<file path="src/rtl/sys_cont_pkg.sv">
// Shared definitions for the system controller command and response paths.
package sys_cont_pkg;

   localparam int WIDTH_DEF = 8;

   typedef enum logic [1:0] {
      IDLE    = 2'd0,
      OFFER   = 2'd1,
      WAIT_HI = 2'd2,
      WAIT_LO = 2'd3
   } state_t;

   typedef enum logic {
      RESP_RD  = 1'b0,
      RESP_ALU = 1'b1
   } resp_t;

   // Frame opcodes, common with the command decoder
   localparam logic [7:0] OP_WRITE   = 8'hAA;
   localparam logic [7:0] OP_READ    = 8'hBB;
   localparam logic [7:0] OP_ALU_OP  = 8'hCC;
   localparam logic [7:0] OP_ALU_NOP = 8'hDD;

endpackage

</file>
<file path="src/rtl/sys_resp_slot.sv">
// One-entry result holding register with full flag.
module sys_resp_slot
   import sys_cont_pkg::*;
#(
   parameter int W = WIDTH_DEF
) (
   input  logic           clk_i,
   input  logic           rst_i,
   input  logic           load_i,
   input  logic           pop_i,
   input  logic [2*W-1:0] data_i,
   input  resp_t          type_i,
   output logic           full_o,
   output logic [2*W-1:0] data_o,
   output resp_t          type_o
);

   logic           full_q, full_d;
   logic [2*W-1:0] data_q;
   resp_t          type_q;

   // A load in the same cycle as a pop refills the slot
   assign full_d = load_i | (full_q & ~pop_i);

   always_ff @(posedge clk_i or posedge rst_i) begin
      if (rst_i) begin
         full_q <= 1'b0;
         data_q <= '0;
         type_q <= RESP_RD;
      end else begin
         full_q <= full_d;
         if (load_i) begin
            data_q <= data_i;
            type_q <= type_i;
         end
      end
   end

   assign full_o = full_q;
   assign data_o = data_q;
   assign type_o = type_q;

endmodule

</file>
<file path="src/rtl/sys_cont_tx_fsm.sv">
// Response-path controller: serialises read and ALU results into UART TX.
module sys_cont_tx_fsm
   import sys_cont_pkg::*;
#(
   parameter int WIDTH = WIDTH_DEF
) (
   input  logic               clck,
   input  logic               rst,
   input  logic [WIDTH-1:0]   rd_data,
   input  logic               rd_data_valid,
   input  logic [2*WIDTH-1:0] alu_out,
   input  logic               alu_out_valid,
   input  logic               tx_busy,
   output logic [WIDTH-1:0]   tx_p_data,
   output logic               tx_data_valid,
   output logic               resp_busy,
   output logic               overrun,
   input  logic               overrun_clr
);

   localparam int RW = 2 * WIDTH;

   state_t           state_q, state_d;
   logic [RW-1:0]    data_q, data_d;
   resp_t            type_q, type_d;
   logic             idx_q, idx_d;
   logic [WIDTH-1:0] txd_q, txd_d;
   logic             txv_q, txv_d;
   logic             busy_q;
   logic             ovr_q, ovr_d;

   logic             slot_full, slot_load, slot_pop;
   logic [RW-1:0]    slot_dout, slot_din, act_din, rd_ext;
   resp_t            slot_tout, slot_tin, act_tin;
   logic             take, drop, free, hi_next;

   assign rd_ext  = {{WIDTH{1'b0}}, rd_data};
   assign hi_next = (type_q == RESP_ALU) && !idx_q;
   assign free    = (state_q == IDLE) ||
                    (state_q == WAIT_LO && !tx_busy && !hi_next);

   // Priority when the active register frees: pending, then ALU, then read
   always_comb begin
      take      = 1'b0;
      drop      = 1'b0;
      slot_load = 1'b0;
      slot_pop  = 1'b0;
      act_din   = '0;
      act_tin   = RESP_RD;
      slot_din  = '0;
      slot_tin  = RESP_RD;
      if (free) begin
         if (slot_full) begin
            take     = 1'b1;
            slot_pop = 1'b1;
            act_din  = slot_dout;
            act_tin  = slot_tout;
            if (alu_out_valid) begin
               slot_load = 1'b1;
               slot_din  = alu_out;
               slot_tin  = RESP_ALU;
               drop      = rd_data_valid;
            end else if (rd_data_valid) begin
               slot_load = 1'b1;
               slot_din  = rd_ext;
            end
         end else if (alu_out_valid) begin
            take    = 1'b1;
            act_din = alu_out;
            act_tin = RESP_ALU;
            if (rd_data_valid) begin
               slot_load = 1'b1;
               slot_din  = rd_ext;
            end
         end else if (rd_data_valid) begin
            take    = 1'b1;
            act_din = rd_ext;
         end
      end else if (!slot_full) begin
         if (alu_out_valid) begin
            slot_load = 1'b1;
            slot_din  = alu_out;
            slot_tin  = RESP_ALU;
            drop      = rd_data_valid;
         end else if (rd_data_valid) begin
            slot_load = 1'b1;
            slot_din  = rd_ext;
         end
      end else begin
         drop = alu_out_valid | rd_data_valid;
      end
   end

   always_comb begin
      state_d = state_q;
      data_d  = data_q;
      type_d  = type_q;
      idx_d   = idx_q;
      txd_d   = txd_q;
      txv_d   = txv_q;
      unique case (state_q)
         IDLE: begin
            if (take) begin
               state_d = OFFER;
               data_d  = act_din;
               type_d  = act_tin;
               idx_d   = 1'b0;
               txd_d   = act_din[WIDTH-1:0];
               txv_d   = 1'b1;
            end
         end
         OFFER: begin
            if (txv_q && !tx_busy) begin
               state_d = WAIT_HI;
               txv_d   = 1'b0;
            end
         end
         WAIT_HI: begin
            if (tx_busy) state_d = WAIT_LO;
         end
         WAIT_LO: begin
            if (!tx_busy) begin
               if (hi_next) begin
                  state_d = OFFER;
                  idx_d   = 1'b1;
                  txd_d   = data_q[RW-1:WIDTH];
                  txv_d   = 1'b1;
               end else if (take) begin
                  state_d = OFFER;
                  data_d  = act_din;
                  type_d  = act_tin;
                  idx_d   = 1'b0;
                  txd_d   = act_din[WIDTH-1:0];
                  txv_d   = 1'b1;
               end else begin
                  state_d = IDLE;
               end
            end
         end
         default: state_d = IDLE;
      endcase
   end

   assign ovr_d = drop ? 1'b1 : (overrun_clr ? 1'b0 : ovr_q);

   always_ff @(posedge clck or posedge rst) begin
      if (rst) begin
         state_q <= IDLE;
         data_q  <= '0;
         type_q  <= RESP_RD;
         idx_q   <= 1'b0;
         txd_q   <= '0;
         txv_q   <= 1'b0;
         busy_q  <= 1'b0;
         ovr_q   <= 1'b0;
      end else begin
         state_q <= state_d;
         data_q  <= data_d;
         type_q  <= type_d;
         idx_q   <= idx_d;
         txd_q   <= txd_d;
         txv_q   <= txv_d;
         busy_q  <= (state_d != IDLE);
         ovr_q   <= ovr_d;
      end
   end

   sys_resp_slot #(.W(WIDTH)) u_pend (
      .clk_i  (clck),
      .rst_i  (rst),
      .load_i (slot_load),
      .pop_i  (slot_pop),
      .data_i (slot_din),
      .type_i (slot_tin),
      .full_o (slot_full),
      .data_o (slot_dout),
      .type_o (slot_tout)
   );

   assign tx_p_data     = txd_q;
   assign tx_data_valid = txv_q;
   assign resp_busy     = busy_q;
   assign overrun       = ovr_q;

endmodule

</file>
<file path="config.mk">
export PLATFORM = sky130hd
export DESIGN_NAME = sys_cont_tx_fsm
export DESIGN_NICKNAME = d
export VERILOG_FILES = /design/src/rtl/sys_cont_pkg.sv /design/src/rtl/sys_resp_slot.sv /design/src/rtl/sys_cont_tx_fsm.sv
export SDC_FILE = /design/constraint.sdc
export NUM_CORES = 1
export LEC_CHECK = 0
export ABC_AREA = 1
export BUFFER_PORTS_ARGS = -buffer_cell sky130_fd_sc_hd__buf_2
export CORE_MARGIN = 2
export CORE_UTILIZATION = 29
export DETAILED_ROUTE_END_ITERATION = 10
export HOLD_SLACK_MARGIN = 0.12
export PLACE_DENSITY = 0.56
export SLEW_MARGIN = 0
export SYNTH_ARGS = -nofsm -noshare
export SYNTH_HDL_FRONTEND = slang
export SYNTH_SLANG_ARGS = --single-unit
</file>
<file path="constraint.sdc">
create_clock -name clck -period 1.4 [get_ports clck]
set_input_delay 0.07 -clock clck [delete_from_list [all_inputs] [get_ports clck]]
set_output_delay 0.07 -clock clck [all_outputs]
set_load 0.01 [all_outputs]
</file>
Word level (Yosys, flattened, before mapping)
Index checks and enable logic that the tools add are counted.
Widths: inputs -> output; s select.
Cells by class
  equality and inequality tests: 6
  bitwise gates (word level): 4
  mux-type cells: 58
  reduce and logical (&&, ||, !) cells: 16
Operators by type and width (number)
  $mux 16: 9
  $mux 8: 5
  $mux 1: 34
  $pmux 16 s2: 1
  $pmux 8 s2: 1
  $mux 2: 4
  $pmux 2 s4: 1
  $ne 2x2->1 const B: 3
  $reduce_and 3->1: 2
  $reduce_bool 2->1: 3
  $eq 2x2->1 const B: 2
  $logic_and 1x1->1: 4
  $pmux 1 s2: 2
  $logic_not 1->1: 3
  $pmux 1 s3: 1
  $reduce_bool 3->1: 1
  $eq 2x1->1 const B: 1
  $logic_not 2->1: 1
  $or 1x1->1: 2
  $reduce_and 2->1: 1
  $and 1x1->1: 1
  $logic_or 1x1->1: 1
  $not 1->1: 1
Storage, ports and cells
  input port bits: 30
  register bits: 49
  word-level logic and storage cells: 95

Longest topological paths before layout
Gate-level depths: netlist of run 1.
  depth in word-level cells: 11
  gate-level depth with buffers: 11
  gate-level depth less buffers: 11

By module
A second synthesis of run 1 with hierarchy kept.
Unflattened totals
  cells, all modules: 375
  area total of the unflattened synthesis: 2568.7 µm²
By module, submodules not included
  sys_cont_tx_fsm: times used 1, cells an instance 298, area an instance 1853.0 µm²
  sys_resp_slot: times used 1, cells an instance 77, area an instance 715.7 µm²

Least setup slack after synthesis of run 1
OpenSTA, ideal clock, no wires.
  path kind: register to register
  start: register state_q[0]
  end: register u_pend.data_q[0], in the netlist u_pend.data_o[0]
  buffers on the path: 1
  setup time: 0.119 ns
  required time: 1.281 ns
  cell stages (with the launch flop): 11
  data arrival time: 1.428 ns
  setup slack: -0.147 ns
  cells stage by stage: dfrtp_1 > ha_1 > inv_2 > nor2_4 > a21oi_2 > nand3_1 > nand2_2 > inv_2 > buf_6 > nand2_1 > nand2_1
Between the ends
  longest elaborated chain between the ends: 5
RTL lines
  start: declaration: RTL line sys_cont_tx_fsm.sv:23  | state_t state_q, state_d;
  start signal: assignment: RTL line sys_cont_tx_fsm.sv:157  | state_q <= state_d;
  $eq 2x2->1: RTL line sys_cont_tx_fsm.sv:40  | (state_q == WAIT_LO && !tx_busy && !hi_next);
  $logic_and 1x1->1 (2 in a row): RTL line sys_cont_tx_fsm.sv:40
  $logic_or 1x1->1 (*): RTL line sys_cont_tx_fsm.sv:39  | assign free = (state_q == IDLE) ||
  $mux 16 or $mux 1 (tied branches): RTL line sys_cont_tx_fsm.sv:52  | if (free) begin
  end signal: assignment: RTL line sys_resp_slot.sv:33  | data_q <= data_i;
  end: declaration: RTL line sys_resp_slot.sv:19  | logic [2*W-1:0] data_q;
Every way passes the cells marked *; elsewhere a longest branch is shown, timed or not.
A chain may end at the register's enable or synchronous reset.

Worst setup path in the final report of run 1
  start: register state_q[0]
  end: register data_q[13]
Between the ends
  longest elaborated chain between the ends: 9
RTL lines
  $eq 2x2->1: RTL line sys_cont_tx_fsm.sv:40, sys_cont_tx_fsm.sv:101
  $logic_and 1x1->1 (2 in a row): RTL line sys_cont_tx_fsm.sv:40
  $logic_or 1x1->1: RTL line sys_cont_tx_fsm.sv:39
  $mux 16 or $mux 1 (tied branches): RTL line sys_cont_tx_fsm.sv:52
  $mux 16: RTL line sys_cont_tx_fsm.sv:103, sys_cont_tx_fsm.sv:128
  $mux 16: RTL line sys_cont_tx_fsm.sv:123  | if (hi_next) begin
  $mux 16: RTL line sys_cont_tx_fsm.sv:122  | if (!tx_busy) begin
  $pmux 16 s2: RTL line sys_cont_tx_fsm.sv:101  | unique case (state_q)
  end signal: assignment: RTL line sys_cont_tx_fsm.sv:158  | data_q <= data_d;
  end: declaration: RTL line sys_cont_tx_fsm.sv:24  | logic [RW-1:0] data_q, data_d;
Several ways; a longest one is shown, not always the timed one. The select of a mux whose other input is x is not followed.

==> impl_metrics.prom, run 1 <==
# TYPE chip_impl_metric gauge
chip_impl_info{name="run_status",value="finished, violations left"} 1
chip_impl_info{name="violations_in_the_final_reports",value="setup timing"} 1
chip_impl_metric{name="grt_use_met1",unit="%"} 19.3
chip_impl_metric{name="post_route_cells_drive_above_1_share",unit="%"} 31.2
chip_impl_metric{name="gr-usage-met2",unit="%"} 27.1
chip_impl_metric{name="grt_max_degree",unit=""} 42
chip_impl_info{name="clk_root_buffer_cell",value="clkbuf_8"} 1
chip_impl_metric{name="worst_setup_hold_path_clk_slew",unit="ns"} 0.08
chip_impl_metric{name="maxCapViolCount",unit=""} 0
chip_impl_metric{name="p_leak",unit="nW"} 1.73
chip_impl_metric{name="dp.final_hpwl",unit="um"} 4820
chip_impl_metric{name="pwr-share-comb",unit="%"} 64.3
chip_impl_metric{name="gp_routability_congestion",unit=""} 0.861
chip_impl_info{name="dominant_combinational_cell_family_by_area_after_synthesis",value="simple AND/OR/NAND/NOR gates"} 1
chip_impl_metric{name="synth-seq-cells",unit=""} 41
chip_impl_metric{name="switching_power",unit="mW"} 3.79
chip_impl_metric{name="num_vias",unit=""} 2457
chip_impl_info{name="crit_path_end_kind",value="flip-flop"} 1
chip_impl_metric{name="p_seq_share",unit="%"} 26.2
chip_impl_metric{name="drtIter0Drc",unit=""} 76
chip_impl_metric{name="first_pass_iters",unit=""} 4
chip_impl_metric{name="final_net_count",unit=""} 462
chip_impl_metric{name="finalWorstPathRequiredPeriod",unit="ns"} 1.61
chip_impl_metric{name="worst_ep_arrival_time",unit="ns"} 1.83
chip_impl_metric{name="portion_of_netlist_area_occupied_by_mux_cells",unit="%"} 0
chip_impl_metric{name="cts_made_buffers",unit=""} 5
chip_impl_metric{name="clock.fmax",unit="GHz"} 0.622
chip_impl_metric{name="ir_drop",unit="mV"} 0.947
chip_impl_metric{name="growth_of_design_area_from_synthesis_to_finish",unit="%"} 39.7
chip_impl_metric{name="route.antenna.remaining_nets",unit=""} 0
chip_impl_metric{name="num_antenna_cells",unit=""} 0
chip_impl_info{name="timing_worst_setup_path_type",value="flip-flop to flip-flop"} 1
chip_impl_info{name="min-delay-path-class",value="primary input to flip-flop"} 1
chip_impl_metric{name="die_y",unit="um"} 96.2
chip_impl_metric{name="syn-cell-area",unit="sq um"} 2460
chip_impl_metric{name="hold_viol",unit=""} 0
chip_impl_metric{name="yosys.cell_types.count",unit=""} 27
chip_impl_metric{name="synth_cells",unit=""} 342
chip_impl_metric{name="clock_network_latency_to_the_later_pin_of_the_worst_skew_pair",unit="ns"} 0.30
chip_impl_metric{name="antenna_found_initial",unit=""} 0
chip_impl_metric{name="path_max_fanout",unit=""} 18
chip_impl_info{name="rsz0062_at_grt",value="yes"} 1
chip_impl_metric{name="placement.setup.worst_slack",unit="ns"} -0.220
chip_impl_metric{name="die-width",unit="um"} 96.2
chip_impl_info{name="crit_family",value="flip-flops"} 1
chip_impl_metric{name="proportion_of_power_drawn_by_the_clock_network",unit="%"} 9.5
chip_impl_metric{name="worstPathRequired",unit="ns"} 1.62
chip_impl_metric{name="slew-limit-headroom",unit="%"} 63.9
chip_impl_metric{name="tritoncts_num_sinks",unit=""} 41
chip_impl_metric{name="simple_gate_share_of_the_synthesized_area",unit="%"} 29.5
chip_impl_metric{name="crit_buf_inv",unit=""} 3
chip_impl_metric{name="port-buffer-count",unit=""} 40
chip_impl_metric{name="final_max_slew_viol_count",unit=""} 0
chip_impl_metric{name="drt_wl_total",unit="um"} 6870
chip_impl_metric{name="synthesis.yosys.warnings",unit=""} 0
chip_impl_metric{name="dpl.cell_count",unit=""} 507
chip_impl_metric{name="yosys.area_share.adder",unit="%"} 2.03
chip_impl_metric{name="remaining_drc_errors",unit=""} 0
chip_impl_metric{name="area.sequential",unit="sq um"} 1030
chip_impl_metric{name="grt_first_pass_wirelength",unit="um"} 11000
chip_impl_metric{name="design.core.area",unit="sq um"} 8220
chip_impl_metric{name="multi_input_comb_area",unit="sq um"} 1370
chip_impl_info{name="critPathLaunchType",value="flip-flop"} 1
chip_impl_metric{name="global_route.usage.met3",unit="%"} 2.27
chip_impl_metric{name="power.switching_fraction",unit="%"} 46.4
chip_impl_metric{name="track_usage",unit="%"} 15.4
chip_impl_metric{name="die-area",unit="sq um"} 9250
chip_impl_info{name="critical_path.slowest_cell",value="dfrtp_1"} 1
chip_impl_metric{name="cellInternalPower",unit="mW"} 4.39
chip_impl_metric{name="finalWorstSetupSlack",unit="ns"} -0.209
chip_impl_metric{name="pin_count",unit=""} 41
chip_impl_info{name="clock_tree_from_tritoncts",value="done"} 1
chip_impl_metric{name="globalRouteOverflowTotal",unit=""} 0
chip_impl_metric{name="final.fill_count",unit=""} 853
chip_impl_info{name="globalRoute.busiestLayer",value="met2"} 1
chip_impl_metric{name="syn-mean-instance-area",unit="sq um"} 7.21
chip_impl_metric{name="setup-violations-final",unit=""} 40
chip_impl_metric{name="post_synthesis_sequential_area_ratio",unit="%"} 41.6
chip_impl_metric{name="powerDensity",unit="nW/um^2"} 2370
chip_impl_metric{name="avgRoutedWirePerCell",unit="um"} 12.9
chip_impl_metric{name="synth_fp_nets",unit=""} 376
chip_impl_metric{name="worst_clock_skew",unit="ns"} 0.00654
chip_impl_metric{name="via_count_of_the_first_global_routing_pass",unit=""} 2368
chip_impl_metric{name="area_fraction_in_compound_gates_after_synthesis",unit="%"} 15.9
chip_impl_metric{name="fin_crit_sh",unit="%"} 115
chip_impl_metric{name="finalCoreUtilization",unit="%"} 41.9
chip_impl_metric{name="htree_levels",unit=""} 2
chip_impl_metric{name="max-clock-path-buffers",unit=""} 2
chip_impl_metric{name="rows",unit=""} 33
chip_impl_metric{name="fin_cells",unit=""} 534
chip_impl_metric{name="mean_number_of_vias_per_cell",unit=""} 4.60
chip_impl_metric{name="start_util",unit="%"} 30.0
chip_impl_info{name="cp_cell_sequence",value="ha_2, inv_2, nor2_4, nand2_2, buf_6, a21oi_4, buf_12, nor2_1, a31oi_1"} 1
chip_impl_metric{name="worst-slew-pin-transition",unit="ns"} 0.541
chip_impl_metric{name="crit_path_max_incr_delay",unit="ns"} 0.39
chip_impl_metric{name="synthXorXnorAreaFrac",unit="%"} 0
==> worst register-to-register path, cell delays in order, from the launching register on <==
cell,delay (ns)
dfrtp_1,0.39
ha_2,0.20
inv_2,0.05
nor2_4,0.13
nand2_2,0.10
buf_6,0.13
a21oi_4,0.16
buf_12,0.16
nor2_1,0.05
a31oi_1,0.16
==> area by class of cell <==
type                            count  area share (%)
Sequential cell                    41            29.8
Timing Repair Buffer               88            18.8
Timing Repair inverter              1           0.182
Clock buffer                        6            2.11
Multi-Input combinational cell    246            39.8
Inverter                           45            5.19
Clock inverter                      2           0.291
Tap cell                          105            3.81
==> cells in the mapped netlist (all sizes together) <==
library cell | n | area, sq um
inv | 45 | 171
a31oi | 8 | 50.1
a21oi | 22 | 125
a21boi | 8 | 60.1
o22ai | 1 | 6.26
ha | 4 | 50.1
dfrtp | 41 | 1030
o221ai | 1 | 8.76
nand3 | 29 | 158
or2 | 1 | 6.26
nor2 | 26 | 108
o21bai | 3 | 22.5
buf | 11 | 93.8
nor3 | 1 | 5.00
nand2 | 116 | 450
o21ai | 24 | 120
clkbuf | 1 | 3.75
==> path summary, 6_finish.rpt <==
check | from | end | slack (ns) | cells after the start
worst min-delay path | alu_out_valid | overrun | 0.19 | 5
worst max-delay path | state_q[0] | data_q[13] | -0.21 | 9
worst max register to register | state_q[0] | data_q[13] | -0.21 | 9
worst min register to register | u_pend.data_o[8] | u_pend.data_o[8] | 0.48 | 2
min in group asynchronous | rst | tx_p_data[0] | 0.44 | 4
max in group asynchronous | rst | u_pend.full_o | 0.59 | 4
==> cell families after synthesis <==
family	count (synthesis)
compound gates	67
simple gates	173
flops	41
buf+inv	57
fa+ha+maj	4
==> cell usage in the layout, fill, tap and decap left out, types with 3 or more instances in the layout <==
master	n
inv_1	37
nand2_4	6
inv_4	3
nor2_4	3
dlygate4sd3_1	11
clkbuf_8	5
a31oi_1	8
a21boi_2	5
buf_4	24
a21boi_1	3
nand2_1	101
nand3_1	26
nor2_1	23
a21oi_2	7
o21ai_1	6
nand2_2	7
buf_2	41
o21ai_0	17
inv_2	5
a21oi_1	13
buf_6	10
dfrtp_1	41
==> stage by stage <==
step                setup TNS [ns]  hold slack [ns]  area, sq um  total power [mW]
detailed placement           -6.36            0.238         3010              6.45
CTS                          -6.21           0.0726         3240              7.50
finish                       -6.12            0.193         3440              8.18
floorplan                    -2.96            0.179         2520              4.98
global placement             -5.22            0.228         3010              6.38
global route                -10.13            0.249         3440              8.90
==> routing by layer <==
| metal | wire (um) | up-vias | part of all wire [%] |
|---|---|---|---|
| met4 | 81 | 0 | 1.2 |
| met2 | 3530 | 30 | 51 |
| met1 | 3080 | 1149 | 45 |
| li1 | - | 1269 | - |
| met5 | 0 | - | 0 |
| met3 | 172 | 9 | 2.5 |
==> what timing repair did <==
item,in CTS,in global routing
endpoints found under the setup margin,38,41
endpoints found under the hold margin,58,1
pin swaps,4,13
resized for setup,20,41
setup buffers,1,3
gates cloned,1,3
hold buffers,10,1
==> flip-flops by register name, indices dropped and copies added (netlist names) <==
name	flops
data_q	8
idx_q	1
u_pend.data_o	16
type_q	1
state_q	2
u_pend.full_o	1
tx_p_data	8
u_pend.type_o	1
tx_data_valid	1
resp_busy	1
overrun	1
==> power by group through the flow <==
stage,clock network (mW),registers [mW],logic [mW]
floorplan,0,2.12,2.86
global placement,0,2.15,4.24
detailed placement,0,2.16,4.29
CTS,0.794,2.13,4.57
global route,0.861,2.22,5.83
finish,0.777,2.14,5.26
Note: power is estimated with default switching activity, not from simulation.
==> run 2, diff against run 1 <==
--- a/config.mk
+++ b/config.mk
@@ -15,4 +15,5 @@
 export SLEW_MARGIN = 0
 export SYNTH_ARGS = -nofsm -noshare
 export SYNTH_HDL_FRONTEND = slang
+export SYNTH_HIERARCHICAL = 1
 export SYNTH_SLANG_ARGS = --single-unit
==> impl_metrics.prom, run 2 <==
# TYPE chip_impl_metric gauge
chip_impl_metric{name="pin_count",unit=""} 41
chip_impl_info{name="synth.top_cells.by_area",value="dfrtp_1, nand2_1, nand3_1, inv_1, a21oi_1"} 1
chip_impl_info{name="min_delay_worst_endpoint",value="idx_q"} 1
chip_impl_metric{name="route.met2.wl",unit="um"} 3650
chip_impl_metric{name="design.core.area",unit="sq um"} 8640
chip_impl_metric{name="synth_largest_type_area_fraction",unit="%"} 39.9
chip_impl_metric{name="syn-mean-instance-area",unit="sq um"} 6.85
chip_impl_metric{name="synth-seq-cells",unit=""} 41
chip_impl_metric{name="portion_of_netlist_area_occupied_by_mux_cells",unit="%"} 0
chip_impl_metric{name="finalCoreUtilization",unit="%"} 40.5
chip_impl_metric{name="remaining_drc_errors",unit=""} 0
chip_impl_info{name="dominant_combinational_cell_family_by_area_after_synthesis",value="simple AND/OR/NAND/NOR gates"} 1
chip_impl_metric{name="grt_max_degree",unit=""} 24
chip_impl_metric{name="ir_drop",unit="mV"} 1.34
chip_impl_metric{name="mean_number_of_vias_per_cell",unit=""} 4.79
chip_impl_info{name="topRoutingLayerUsed",value="met4"} 1
chip_impl_metric{name="number_of_flip_flops_in_the_largest_register",unit=""} 16
chip_impl_metric{name="worst_clock_skew",unit="ns"} 0.0109
chip_impl_metric{name="powerDensity",unit="nW/um^2"} 2450
chip_impl_info{name="clk_root_buffer_cell",value="clkbuf_8"} 1
chip_impl_metric{name="p_seq_share",unit="%"} 22.1
chip_impl_metric{name="final.hold.worst_slack",unit="ns"} 0.137
chip_impl_metric{name="pwr-share-comb",unit="%"} 66.7
chip_impl_metric{name="num_vias",unit=""} 2651
chip_impl_metric{name="fin_total_pwr",unit="mW"} 8.56
chip_impl_metric{name="totalNegativeSetupSlack",unit="ns"} -9.24
chip_impl_info{name="critPathLaunchType",value="flip-flop"} 1
chip_impl_metric{name="worst-slew-pin-transition",unit="ns"} 0.332
chip_impl_metric{name="dp.final_hpwl",unit="um"} 5050
chip_impl_metric{name="met3WireLength",unit="um"} 261
chip_impl_metric{name="avgRoutedWirePerCell",unit="um"} 13.7
chip_impl_metric{name="gp_routability_congestion",unit=""} 0.804
chip_impl_metric{name="synthesis.yosys.warnings",unit=""} 6
chip_impl_metric{name="area_fraction_in_compound_gates_after_synthesis",unit="%"} 9.55
chip_impl_metric{name="switching_power",unit="mW"} 4.02
chip_impl_metric{name="globalRouteOverflowTotal",unit=""} 0
chip_impl_info{name="critical_path.slowest_cell",value="dfrtp_1"} 1
chip_impl_info{name="rr_startpoint",value="state_q[0]"} 1
chip_impl_metric{name="yosys.area_share.adder",unit="%"} 1.95
chip_impl_metric{name="synth_edf_count",unit=""} 0
chip_impl_metric{name="path_max_fanout",unit=""} 18
chip_impl_metric{name="finalWorstPathRequiredPeriod",unit="ns"} 1.75
chip_impl_info{name="timing_worst_setup_path_type",value="flip-flop to flip-flop"} 1
chip_impl_info{name="synth_area_leader_cell",value="dfrtp_1"} 1
chip_impl_metric{name="proportion_of_power_drawn_by_the_clock_network",unit="%"} 11.3
chip_impl_info{name="min-delay-path-class",value="primary input to flip-flop"} 1
chip_impl_info{name="layout.cells.most_common_list",value="nand2_1, dfrtp_1, buf_2"} 1
chip_impl_metric{name="drt_wl_total",unit="um"} 7560
chip_impl_info{name="critical_path.most_common_cell",value="nand2_2"} 1
chip_impl_metric{name="ys_async_sr_fraction",unit="%"} 100
chip_impl_metric{name="via_count_of_the_first_global_routing_pass",unit=""} 2682
chip_impl_metric{name="rows",unit=""} 34
chip_impl_metric{name="max-clock-path-buffers",unit=""} 2
chip_impl_metric{name="clock_network_latency_to_the_later_pin_of_the_worst_skew_pair",unit="ns"} 0.30
chip_impl_metric{name="track_usage",unit="%"} 16.4
chip_impl_metric{name="power.switching_fraction",unit="%"} 46.9
chip_impl_info{name="most_instantiated_library_cell_after_synthesis",value="nand2_1"} 1
chip_impl_metric{name="drtIter0Drc",unit=""} 168
chip_impl_info{name="cp_cell_sequence",value="ha_2, inv_2, nor2_4, a21oi_2, nand2_2, nand2_2, nand2_2, o21ai_4, buf_12, inv_12, nand2_1, nand2_1"} 1
chip_impl_metric{name="synth_cells",unit=""} 375
chip_impl_metric{name="hold_viol",unit=""} 0
chip_impl_info{name="dominantRegCellSynth",value="dfrtp_1"} 1
chip_impl_metric{name="crit_buf_inv",unit=""} 3
chip_impl_metric{name="num_antenna_cells",unit=""} 0
chip_impl_metric{name="route.layer.met1.wl",unit="um"} 3540
chip_impl_metric{name="start_util",unit="%"} 29.7
chip_impl_info{name="rsz0062_at_grt",value="yes"} 1
chip_impl_info{name="layout.cells.most_common",value="nand2_1"} 1
chip_impl_metric{name="slew-limit-headroom",unit="%"} 77.9
chip_impl_metric{name="final_max_slew_viol_count",unit=""} 0
chip_impl_metric{name="p_leak",unit="nW"} 1.88
chip_impl_metric{name="simple_gate_share_of_the_synthesized_area",unit="%"} 37.6
chip_impl_metric{name="worst_ep_arrival_time",unit="ns"} 1.93
chip_impl_metric{name="syn-cell-area",unit="sq um"} 2570
chip_impl_metric{name="hold_depth",unit=""} 3
chip_impl_metric{name="die-area",unit="sq um"} 9630
chip_impl_metric{name="post_route_cells_drive_above_1_share",unit="%"} 32.6
chip_impl_metric{name="fin_cells",unit=""} 553
chip_impl_metric{name="first_pass_iters",unit=""} 4
chip_impl_metric{name="maxCapViolCount",unit=""} 0
chip_impl_metric{name="growth_of_design_area_from_synthesis_to_finish",unit="%"} 36.0
chip_impl_metric{name="grt_first_pass_wirelength",unit="um"} 12900
chip_impl_metric{name="worst_setup_hold_path_clk_slew",unit="ns"} 0.09
chip_impl_info{name="crit-reg2reg-capture",value="u_pend/data_o[7]"} 1
chip_impl_metric{name="post_synthesis_sequential_area_ratio",unit="%"} 39.9
chip_impl_info{name="run_status",value="finished, violations left"} 1
chip_impl_metric{name="cts_made_buffers",unit=""} 5
chip_impl_metric{name="finalWorstSetupSlack",unit="ns"} -0.347
chip_impl_metric{name="synthXorXnorAreaFrac",unit="%"} 0
chip_impl_info{name="crit_family",value="simple AND/OR/NAND/NOR gates"} 1
chip_impl_info{name="yosys-top-cells-count",value="nand2_1, dfrtp_1, inv_1"} 1
chip_impl_metric{name="worst_r2r_path_depth",unit=""} 12
chip_impl_metric{name="clock.fmax",unit="GHz"} 0.572
chip_impl_metric{name="final.fill_count",unit=""} 883
chip_impl_metric{name="crit_path_max_incr_delay",unit="ns"} 0.41
chip_impl_metric{name="port-buffer-count",unit=""} 40
chip_impl_metric{name="worstPathRequired",unit="ns"} 1.58
chip_impl_info{name="violations_in_the_final_reports",value="setup timing"} 1
chip_impl_metric{name="htree_levels",unit=""} 2
chip_impl_metric{name="setup-violations-final",unit=""} 39
chip_impl_metric{name="setup.reg_to_reg.worst_slack",unit="ns"} -0.35
chip_impl_metric{name="tritoncts_num_sinks",unit=""} 41
chip_impl_metric{name="dpl.cell_count",unit=""} 537
chip_impl_info{name="clock_tree_from_tritoncts",value="done"} 1
chip_impl_metric{name="yosys.cell_types.count",unit=""} 27
chip_impl_metric{name="antenna_found_initial",unit=""} 0
chip_impl_info{name="timing.hold.worst.start",value="tx_busy"} 1
chip_impl_info{name="crit_start",value="state_q[0]"} 1
chip_impl_metric{name="cellInternalPower",unit="mW"} 4.55
chip_impl_metric{name="route.antenna.remaining_nets",unit=""} 0
chip_impl_metric{name="die_y",unit="um"} 98.1
chip_impl_metric{name="final_net_count",unit=""} 479
chip_impl_info{name="crit_path_end_kind",value="flip-flop"} 1
chip_impl_metric{name="fin_crit_sh",unit="%"} 125
chip_impl_metric{name="die-width",unit="um"} 98.1
chip_impl_metric{name="synth_fp_nets",unit=""} 409
-- run 2: area by class of cell --
cell class	instances	area [sq um]	share of cell area (%)
clock inverters	2	35.0	1.00
inverters	39	171	4.91
repair buffers	77	567	16.2
clock buffers	5	68.8	1.97
well taps	108	135	3.87
repair inverters	2	15.0	0.430
flip-flops and latches	41	1030	29.4
multi-input cells	279	1480	42.2
-- run 2: worst max path at each step --
stage                   endpoint  slack, ns  cells after the start
2_1_floorplan  u_pend/data_o[10]      -0.40                     15
3_3_place_gp       u_pend/type_o      -0.25                     12
3_5_place_dp   u_pend/data_o[15]      -0.32                     12
4_1_cts        u_pend/data_o[15]      -0.28                     12
5_1_grt        u_pend/data_o[12]      -0.45                     12
6_report        u_pend/data_o[7]      -0.35                     12
-- run 2: per-stage QoR --
stage | area [sq um] | setup WS [ns]
after global placement | 3030 | -0.247
final | 3490 | -0.347
after floorplan | 2570 | -0.405
after detailed placement | 3030 | -0.323
after global routing | 3490 | -0.452
after CTS | 3370 | -0.283
-- run 2: worst register-to-register path, cell delays in order (launching register included) --
cell and delay, ns:
dfrtp_1 0.41, ha_2 0.21, inv_2 0.07, nor2_4 0.04, a21oi_2 0.20, nand2_2 0.11
nand2_2 0.09, nand2_2 0.07, o21ai_4 0.10, buf_12 0.17, inv_12 0.05, nand2_1 0.06
nand2_1 0.05
-- run 2: power by group through the flow --
stage / logic (mW) / registers [mW] / clock network [mW]
final: 5.71 / 1.89 / 0.966
after detailed placement: 4.33 / 1.89 / 0
after floorplan: 2.98 / 1.90 / 0
after global routing: 6.35 / 1.95 / 1.04
after global placement: 4.30 / 1.89 / 0
after CTS: 5.26 / 1.87 / 0.976
-- run 2: what timing repair did --
action                                  in CTS  in global routing
pin swaps                                    8                  2
setup buffers                                3                  2
hold buffers                                 2                  0
cloned                                       4                  0
gates resized for setup                     37                 32
endpoints found under the setup margin      38                 41
hold endpoints to repair                    42                  0
-- run 2: cells by family after synthesis --
family,count (synthesis)
buf+inv,55
fa+ha+maj,4
simple gates,228
compound gates,47
flops,41
-- run 2: metal layers --
layer / GRT usage [%] / vias to the layer above
met2: 27.3 / 51
met3: 2.93 / 10
met5: 0 / -
met4: 4.70 / 0
met1: 21.9 / 1275
li1: - / 1315
